--- config.mk ---
export PLATFORM = sky130hd
export DESIGN_NAME = dcache_port_arbiter
export DESIGN_NICKNAME = d
export VERILOG_FILES = /design/src/rtl/dcache_port_arbiter.sv
export SDC_FILE = /design/constraint.sdc
export NUM_CORES = 1
export LEC_CHECK = 0
export CORE_ASPECT_RATIO = 1.1
export CORE_UTILIZATION = 35
export CTS_BUF_LIST = sky130_fd_sc_hd__clkbuf_4 sky130_fd_sc_hd__clkbuf_8 sky130_fd_sc_hd__clkbuf_16
export DETAILED_ROUTE_END_ITERATION = 12
export PLACE_DENSITY = 0.83
export REMOVE_ABC_BUFFERS = 1
export SLEW_MARGIN = 10
export SYNTH_ARGS = -nofsm -noshare
export SYNTH_HDL_FRONTEND = slang
export SYNTH_SLANG_ARGS = --single-unit
--- constraint.sdc ---
create_clock -name clk_i -period 2.23 [get_ports clk_i]
set_input_delay 0.223 -clock clk_i [delete_from_list [all_inputs] [get_ports clk_i]]
set_output_delay 0.223 -clock clk_i [all_outputs]
set_load 0.005 [all_outputs]
--- src/rtl/dcache_port_arbiter.sv ---
// Data-cache port arbiter: shares one cache request port between committed
// stores (st), scalar loads (ld) and vector memory beats (vec).
//
// Fixed priority st > ld > vec. A ld or vec requester that has waited
// STARVE_LIMIT cycles is promoted above st. A vector burst that is not
// finished after its first beat locks the port for up to VEC_MAX_BURST beats.
// The winning request is registered into a single output stage with
// latency 1. It is held stable while cache_valid_o & ~cache_ready_i.
//
// Ports:
//   clk_i, rst_i        clock, synchronous active-high reset
//   st_*                committed-store request (valid/ready, addr, data, microop)
//   ld_*                scalar-load request (valid/ready, addr, microop, dest, ticket)
//   ld_blocked_o        ld_valid_i & ~ld_ready_o
//   vec_*               vector beat (valid/ready, we, last, addr, data)
//   cache_*             registered request to the data cache (valid/ready,
//                       we, addr, data, microop, tag, src)
//
// Optional feature macro: DCARB_PERF_CNT_EN adds perf_st_cnt_o,
// perf_ld_cnt_o, perf_vec_cnt_o (accepted requests) and perf_starve_cnt_o
// (promoted grants). All are 32-bit wrapping counters.

module dcache_port_arbiter #(
    parameter int DATA_WIDTH    = 32,
    parameter int ADDR_BITS     = 32,
    parameter int R_WIDTH       = 6,
    parameter int MICROOP       = 5,
    parameter int ROB_TICKET    = 3,
    parameter int STARVE_LIMIT  = 8,
    parameter int VEC_MAX_BURST = 8
) (
    input  logic                          clk_i,
    input  logic                          rst_i,

    input  logic                          st_valid_i,
    output logic                          st_ready_o,
    input  logic [ADDR_BITS-1:0]          st_addr_i,
    input  logic [DATA_WIDTH-1:0]         st_data_i,
    input  logic [MICROOP-1:0]            st_microop_i,

    input  logic                          ld_valid_i,
    output logic                          ld_ready_o,
    input  logic [ADDR_BITS-1:0]          ld_addr_i,
    input  logic [MICROOP-1:0]            ld_microop_i,
    input  logic [R_WIDTH-1:0]            ld_dest_i,
    input  logic [ROB_TICKET-1:0]         ld_ticket_i,
    output logic                          ld_blocked_o,

    input  logic                          vec_valid_i,
    output logic                          vec_ready_o,
    input  logic                          vec_we_i,
    input  logic                          vec_last_i,
    input  logic [ADDR_BITS-1:0]          vec_addr_i,
    input  logic [DATA_WIDTH-1:0]         vec_data_i,

    output logic                          cache_valid_o,
    input  logic                          cache_ready_i,
    output logic                          cache_we_o,
    output logic [ADDR_BITS-1:0]          cache_addr_o,
    output logic [DATA_WIDTH-1:0]         cache_data_o,
    output logic [MICROOP-1:0]            cache_microop_o,
    output logic [ROB_TICKET+R_WIDTH-1:0] cache_tag_o,
    output logic [1:0]                    cache_src_o
`ifdef DCARB_PERF_CNT_EN
    ,
    output logic [31:0]                   perf_st_cnt_o,
    output logic [31:0]                   perf_ld_cnt_o,
    output logic [31:0]                   perf_vec_cnt_o,
    output logic [31:0]                   perf_starve_cnt_o
`endif
);

    localparam int SW = $clog2(STARVE_LIMIT + 1);
    localparam int BW = $clog2(VEC_MAX_BURST + 1);
    localparam int TW = ROB_TICKET + R_WIDTH;

    localparam logic [SW-1:0] STARVE_MAX = SW'(STARVE_LIMIT);
    localparam logic [BW-1:0] BURST_MAX  = BW'(VEC_MAX_BURST);

    localparam logic [1:0] SRC_ST  = 2'b00;
    localparam logic [1:0] SRC_LD  = 2'b01;
    localparam logic [1:0] SRC_VEC = 2'b10;

    typedef enum logic {
        ARB,
        LOCK
    } state_e;

    state_e          state_q, state_d;
    logic [BW-1:0]   beat_q, beat_d;
    logic [SW-1:0]   ld_starve_q, ld_starve_d;
    logic [SW-1:0]   vec_starve_q, vec_starve_d;

    logic                  cache_valid_q;
    logic                  cache_we_q, cache_we_d;
    logic [ADDR_BITS-1:0]  cache_addr_q, cache_addr_d;
    logic [DATA_WIDTH-1:0] cache_data_q, cache_data_d;
    logic [MICROOP-1:0]    cache_microop_q, cache_microop_d;
    logic [TW-1:0]         cache_tag_q, cache_tag_d;
    logic [1:0]            cache_src_q, cache_src_d;

    logic load_en;
    logic ld_starved;
    logic vec_starved;
    logic gnt_st;
    logic gnt_ld;
    logic gnt_vec;
    logic gnt_any;
    logic promo;

    // The output register can take a new request when it is empty or
    // its current request is being consumed this cycle.
    assign load_en     = ~cache_valid_q | cache_ready_i;
    assign ld_starved  = (ld_starve_q == STARVE_MAX);
    assign vec_starved = (vec_starve_q == STARVE_MAX);

    always_comb begin
        gnt_st  = 1'b0;
        gnt_ld  = 1'b0;
        gnt_vec = 1'b0;
        promo   = 1'b0;
        if (!rst_i && load_en) begin
            if (state_q == LOCK) begin
                gnt_vec = vec_valid_i;
            end else if (ld_valid_i && ld_starved) begin
                gnt_ld = 1'b1;
                promo  = 1'b1;
            end else if (vec_valid_i && vec_starved) begin
                gnt_vec = 1'b1;
                promo   = 1'b1;
            end else if (st_valid_i) begin
                gnt_st = 1'b1;
            end else if (ld_valid_i) begin
                gnt_ld = 1'b1;
            end else if (vec_valid_i) begin
                gnt_vec = 1'b1;
            end
        end
    end

    assign gnt_any      = gnt_st | gnt_ld | gnt_vec;
    assign st_ready_o   = gnt_st;
    assign ld_ready_o   = gnt_ld;
    assign vec_ready_o  = gnt_vec;
    assign ld_blocked_o = ~rst_i & ld_valid_i & ~gnt_ld;

    // Waiting counters saturate; any cycle without a pending wait clears them.
    always_comb begin
        ld_starve_d  = '0;
        vec_starve_d = '0;
        if (ld_valid_i && !gnt_ld) begin
            ld_starve_d = ld_starved ? ld_starve_q : ld_starve_q + SW'(1);
        end
        if (vec_valid_i && !gnt_vec) begin
            vec_starve_d = vec_starved ? vec_starve_q : vec_starve_q + SW'(1);
        end
    end

    // Burst lock: a first beat that is not last takes the lock.
    // The lock is released by the last beat or by the beat limit.
    always_comb begin
        state_d = state_q;
        beat_d  = beat_q;
        if (gnt_vec) begin
            if (state_q == ARB) begin
                if (!vec_last_i && (BURST_MAX > BW'(1))) begin
                    state_d = LOCK;
                    beat_d  = BW'(1);
                end
            end else if (vec_last_i || (beat_q + BW'(1) == BURST_MAX)) begin
                state_d = ARB;
                beat_d  = '0;
            end else begin
                beat_d = beat_q + BW'(1);
            end
        end
    end

    always_comb begin
        cache_we_d      = cache_we_q;
        cache_addr_d    = cache_addr_q;
        cache_data_d    = cache_data_q;
        cache_microop_d = cache_microop_q;
        cache_tag_d     = cache_tag_q;
        cache_src_d     = cache_src_q;
        unique case (1'b1)
            gnt_st: begin
                cache_we_d      = 1'b1;
                cache_addr_d    = st_addr_i;
                cache_data_d    = st_data_i;
                cache_microop_d = st_microop_i;
                cache_tag_d     = '0;
                cache_src_d     = SRC_ST;
            end
            gnt_ld: begin
                cache_we_d      = 1'b0;
                cache_addr_d    = ld_addr_i;
                cache_data_d    = '0;
                cache_microop_d = ld_microop_i;
                cache_tag_d     = {ld_ticket_i, ld_dest_i};
                cache_src_d     = SRC_LD;
            end
            gnt_vec: begin
                cache_we_d      = vec_we_i;
                cache_addr_d    = vec_addr_i;
                cache_data_d    = vec_data_i;
                cache_microop_d = '0;
                cache_tag_d     = '0;
                cache_src_d     = SRC_VEC;
            end
            default: ;
        endcase
    end

    always_ff @(posedge clk_i) begin
        if (rst_i) begin
            state_q         <= ARB;
            beat_q          <= '0;
            ld_starve_q     <= '0;
            vec_starve_q    <= '0;
            cache_valid_q   <= 1'b0;
            cache_we_q      <= 1'b0;
            cache_addr_q    <= '0;
            cache_data_q    <= '0;
            cache_microop_q <= '0;
            cache_tag_q     <= '0;
            cache_src_q     <= '0;
        end else begin
            state_q      <= state_d;
            beat_q       <= beat_d;
            ld_starve_q  <= ld_starve_d;
            vec_starve_q <= vec_starve_d;
            if (load_en) begin
                cache_valid_q <= gnt_any;
            end
            cache_we_q      <= cache_we_d;
            cache_addr_q    <= cache_addr_d;
            cache_data_q    <= cache_data_d;
            cache_microop_q <= cache_microop_d;
            cache_tag_q     <= cache_tag_d;
            cache_src_q     <= cache_src_d;
        end
    end

    assign cache_valid_o   = cache_valid_q;
    assign cache_we_o      = cache_we_q;
    assign cache_addr_o    = cache_addr_q;
    assign cache_data_o    = cache_data_q;
    assign cache_microop_o = cache_microop_q;
    assign cache_tag_o     = cache_tag_q;
    assign cache_src_o     = cache_src_q;

`ifdef DCARB_PERF_CNT_EN
    logic [31:0] perf_st_q;
    logic [31:0] perf_ld_q;
    logic [31:0] perf_vec_q;
    logic [31:0] perf_starve_q;

    always_ff @(posedge clk_i) begin
        if (rst_i) begin
            perf_st_q     <= '0;
            perf_ld_q     <= '0;
            perf_vec_q    <= '0;
            perf_starve_q <= '0;
        end else begin
            perf_st_q     <= perf_st_q + 32'(gnt_st);
            perf_ld_q     <= perf_ld_q + 32'(gnt_ld);
            perf_vec_q    <= perf_vec_q + 32'(gnt_vec);
            perf_starve_q <= perf_starve_q + 32'(promo);
        end
    end

    assign perf_st_cnt_o     = perf_st_q;
    assign perf_ld_cnt_o     = perf_ld_q;
    assign perf_vec_cnt_o    = perf_vec_q;
    assign perf_starve_cnt_o = perf_starve_q;
`endif

endmodule
# == Yosys cells after proc, flatten, opt, wreduce, memory -nomap -nowiden ==
# Cells that the tools add are included.
# totals
reg_bits,95
output_inout_bits,86
wordCells,73
# classes
add_sub_neg,3
eq_ne,4
n_mux,30
bitwise_logic,10
reduce_logical,15
# ops
op,count
$pmux 32 s3,2
$mux 1,21
$pmux 9 s2,1
$pmux 5 s3,1
$add 4x1->4 const B,3
$eq 4x4->1 const B,3
$mux 4,3
$pmux 2 s3,1
$reduce_or 2->1,3
$logic_and 1x1->1,5
$not 1->1,5
$logic_not 1->1,3
$or 1x1->1,3
$pmux 1 s3,1
$reduce_bool 3->1,1
$and 1x1->1,2
$ne 2x1->1 const B,1
$reduce_and 2->1,1
$reduce_bool 2->1,1
$logic_or 1x1->1,1

# == Logic depth before layout (Yosys ltp) ==
# logic_depth
depth_word,11
ltp_mapped,11

# == Worst setup path before layout ==
# Ideal clock, no wire load.
# synth_timing
path_kind,register to register
from,reg ld_starve_q[0]
to,reg cache_addr_q[1] (netlist: cache_addr_o[1])
setup_time_ns,0.146
arrival_ns,1.890
required_time_ns,2.084
path_slack_ns,0.194
stages_incl_launch_ff,11
n_path_buf,3
path_cell_list,dfxtp_1 inv_1 ha_1 and3b_1 buf_2 a211o_1 or2_1 buf_4 buf_6 o211ai_1 a221oi_2
# synth_between
elab_chain_len,6
word_cells_on_any_way,13
classes_between,eq/ne: 1; mux: 10; reduce/logical: 2
# synth_rtl
item,line_no,text
start: declaration,91,"logic [SW-1:0] ld_starve_q, ld_starve_d;"
start signal: assignment,231,ld_starve_q <= ld_starve_d;
$eq 4x4->1 (*),114,assign ld_starved = (ld_starve_q == STARVE_MAX);
$logic_and 1x1->1 (*),125,end else if (ld_valid_i && ld_starved) begin
$mux 1,125,
$mux 1,123,if (state_q == LOCK) begin
$mux 1,122,if (!rst_i && load_en) begin
$pmux 32 s3 / $reduce_bool 3->1 (equally long branches),-,
end signal: assignment,237,cache_addr_q <= cache_addr_d;
end: declaration,96,"logic [ADDR_BITS-1:0] cache_addr_q, cache_addr_d;"
# Every way passes the cells marked *; elsewhere a longest branch is shown, timed or not.
# A chain may end at the register's enable or synchronous reset.

# == Final worst setup path ==
# layout_timing
from,reg ld_starve_q[1]
to,reg cache_data_q[9] (netlist: cache_data_o[9])
# layout_between
elab_chain_len,6
word_cells_on_any_way,13
classes_between,eq/ne: 1; mux: 10; reduce/logical: 2
# layout_rtl
item,line_no,text
$eq 4x4->1 (*),114,
$logic_and 1x1->1 (*),125,
$mux 1,125,
$mux 1,123,
$mux 1,122,
$pmux 32 s3 / $reduce_bool 3->1 (equally long branches),-,
end signal: assignment,238,cache_data_q <= cache_data_d;
end: declaration,97,"logic [DATA_WIDTH-1:0] cache_data_q, cache_data_d;"
# Marks and branches as above.

==> results.ini <==
[floorplan]
io_pins=273
placeableCoreArea_um2=12640
initial_core_util=0.3593
die-area_um2=13440
chipWidth_um=110.6
row_count=43
floorplan.die.height_um=121.5

[run]
drv.max_cap_violation_count=0

[power_and_ir_drop]
p_total_mw=4.975
p_per_area_nw_per_um2=586.9
vdd_ir_drop_max_mv=0.3501
leakagePower_nw=3.162

[yosys]
dominantRegCellSynth=dfxtp_1
synth-edff-count=0
synth-seq-cells=95
synth_top_area_frac=0.4186
post-synth-top-area-cell=dfxtp_1
seq_area_frac_synth=0.4186
synth.top_cells.by_area=dfxtp_1 42%, inv_1 6.4%, a211oi_1 6.1%
asyncSetResetFlopFracSynth=0
avgSynthCellArea_um2=9.086
synthesized_cell_area_um2=4543
number_of_library_cell_types_mapped_by_synthesis=48
synthesis.instances=500
synth_warnings=0

[layout]
multi_input_area_um2=2308
layout-drive-gt1-share=0.1811
finalNonFillerCells=963
final_common_cell=clkdlybuf4s50_1
seqCellArea_um2=1906
flow.area_growth_from_synthesis_pct=86.59
nets=994
final_cell_area_um2=8477
final_cell_mix=267 x clkdlybuf4s50_1, 92 x dfxtp_1, 75 x inv_1
n_antenna_cell=0
fillers=942

[global_route]
grt_max_degree=41
vias_in_the_first_global_route=5370
globalRouteOverflowTotal=0
grt_usage=0.2448
grt_pass1_wl_mm=26.12
grt_antenna_before_repair=0

[worst_setup_path]
cpPeakStageDelay_ps=360
cp-start-kind=flip-flop
path_cells=inv_2 -> ha_4 -> and3b_2 -> buf_6 -> a22oi_4 -> o21ai_4 -> inv_4 -> buf_8 -> nor3_4 -> clkbuf_16 -> buf_6 -> a211oi_1
critical_path_peak_fanout=4
worst-setup-path-type=flip-flop to flip-flop
crit_arrival_ps=2520
worstSetupEndpointType=flip-flop
cp_common_cell=buf_6
cpMaxStageDelayCell=nor3_4
timing.critical_path.required_ps=2450

[place]
place_congestion=0.8756
post_dp_cell_area_um2=7538
placed_cell_count=921
post-place-ws_ps=-104.1
hpwl_mm=12.71
portBuffers=272

[min_path]
hold_path.class=input port to flip-flop

[clock_network]
cts_max_path_buffers=2
clockRootBuffer=clkbuf_16
holdBufCountCts=0
register_clock_pin_slew_on_the_reported_worst_setup_and_hold_paths_ps=60
clk_latency_ps=340
cts.sink_count=95
tritoncts=done
cts_made_buffers=9
cts.htree.levels=3

[route]
avgViaCountPerCell=5.576
vias=5370
detail_route.first_pass.iterations=7
wirelength_mm=18.86
antenna_left=0
route.detailed.drc=0
detail_route.wl_per_cell_um=19.58
drt_iter0_drc=296

[timing]
final_hold_fails=0
period_utilisation_layout=1.034
clock_skew_ps=7.111
worst_slew_pin_slew_ps=742.5
fmaxAchievable_mhz=433.8
timing.final.max_slew_violations=0
final.hold.worst_slack_ps=325.5
slew_headroom=0.5032
period_minus_slack_ps=2305
grt_setup_unrepaired=yes
setup_viol=52
layout_setup_ws_ps=-75.31

[status]
outcome=finished, violations left
failed_checks=setup timing

-- cells in the mapped netlist, drive strengths merged (14+ instances only) --
master / instances
a221oi: 33
nor2: 22
a211oi: 37
dfxtp: 95
inv: 81
clkbuf: 14
a22oi: 33
o22ai: 37
o211ai: 34
buf: 32
-- worst max-delay path: cells and delay by family, from the launching register on --
family / cells / cell delay [ps]
AO/OA/AOI/OAI: 3 / 390
adder cells (fa/ha/maj): 1 / 130
buffers and inverters: 6 / 750
flip-flops: 1 / 330
AND/OR/NAND/NOR: 2 / 580
-- report_power, final --
part	switching [mW]	total, mW	internal, mW
Clock	0.649	1.60	0.946
Sequential	0.0866	1.94	1.85
Combinational	0.568	1.44	0.875
Total	1.30	4.98	3.67
-- what timing repair did --
item,in CTS,in global routing
gates resized for setup,11,59
setup buffers,6,8
endpoints found under the setup margin,4,76
cloned,0,12
pin swaps,2,39
-- per-stage QoR --
step | TNS, ps | util
2_1_floorplan | -213150 | -
3_3_place_gp | -89.30 | 0.5962
3_5_place_dp | -215.3 | 0.5962
4_1_cts | 0 | 0.6257
5_1_grt | -6087 | 0.6705
6_report | -2098 | 0.6705
-- layer usage --
| layer | track usage | up-vias | wire [um] |
|---|---|---|---|
| met4 | 0.1408 | 0 | 656 |
| li1 | - | 2467 | - |
| met1 | 0.2488 | 2597 | 6946 |
| met3 | 0.06643 | 49 | 1333 |
| met5 | 0 | - | 0 |
| met2 | 0.4511 | 257 | 9920 |
-- flip-flops by register name, indices dropped and copies added, names as in the netlist --
| register | cells |
|---|---|
| ld_starve_q | 4 |
| cache_addr_o | 32 |
| cache_tag_o | 9 |
| vec_starve_q | 4 |
| cache_data_o | 32 |
| cache_microop_o | 5 |
| cache_we_o | 1 |
| cache_src_o | 2 |
| state_q | 1 |
| beat_q | 4 |
| cache_valid_o | 1 |
-- cell type report --
type	instances	share of cell area
tap	157	0.02317
multi-input combinational	278	0.2723
inverter	81	0.03616
clock inverter	4	0.006347
sequential	95	0.2248
clock buffer	12	0.03070
timing repair buffer	336	0.4065
-- cell families (layout without fill, tap and decap cells) --
logic type | count (synthesis) | in the layout | synth area share
buffers and inverters | 127 | 433 | 0.1220
flip-flops | 95 | 95 | 0.4186
XOR/XNOR | 6 | 6 | 0.01157
AO/OA/AOI/OAI | 206 | 206 | 0.3616
AND/OR/NAND/NOR | 60 | 60 | 0.06968
adder cells (fa/ha/maj) | 6 | 6 | 0.01652
-- worst paths after layout --
path         slack, ps              from               end  depth (start not counted)
max                -80    ld_starve_q[1]   cache_data_o[9]                         12
min                330             rst_i     cache_valid_o                          3
max reg2reg        -80    ld_starve_q[1]   cache_data_o[9]                         12
min reg2reg        460  cache_data_o[15]  cache_data_o[15]                          2
Note: power is estimated with default switching activity, not from simulation.
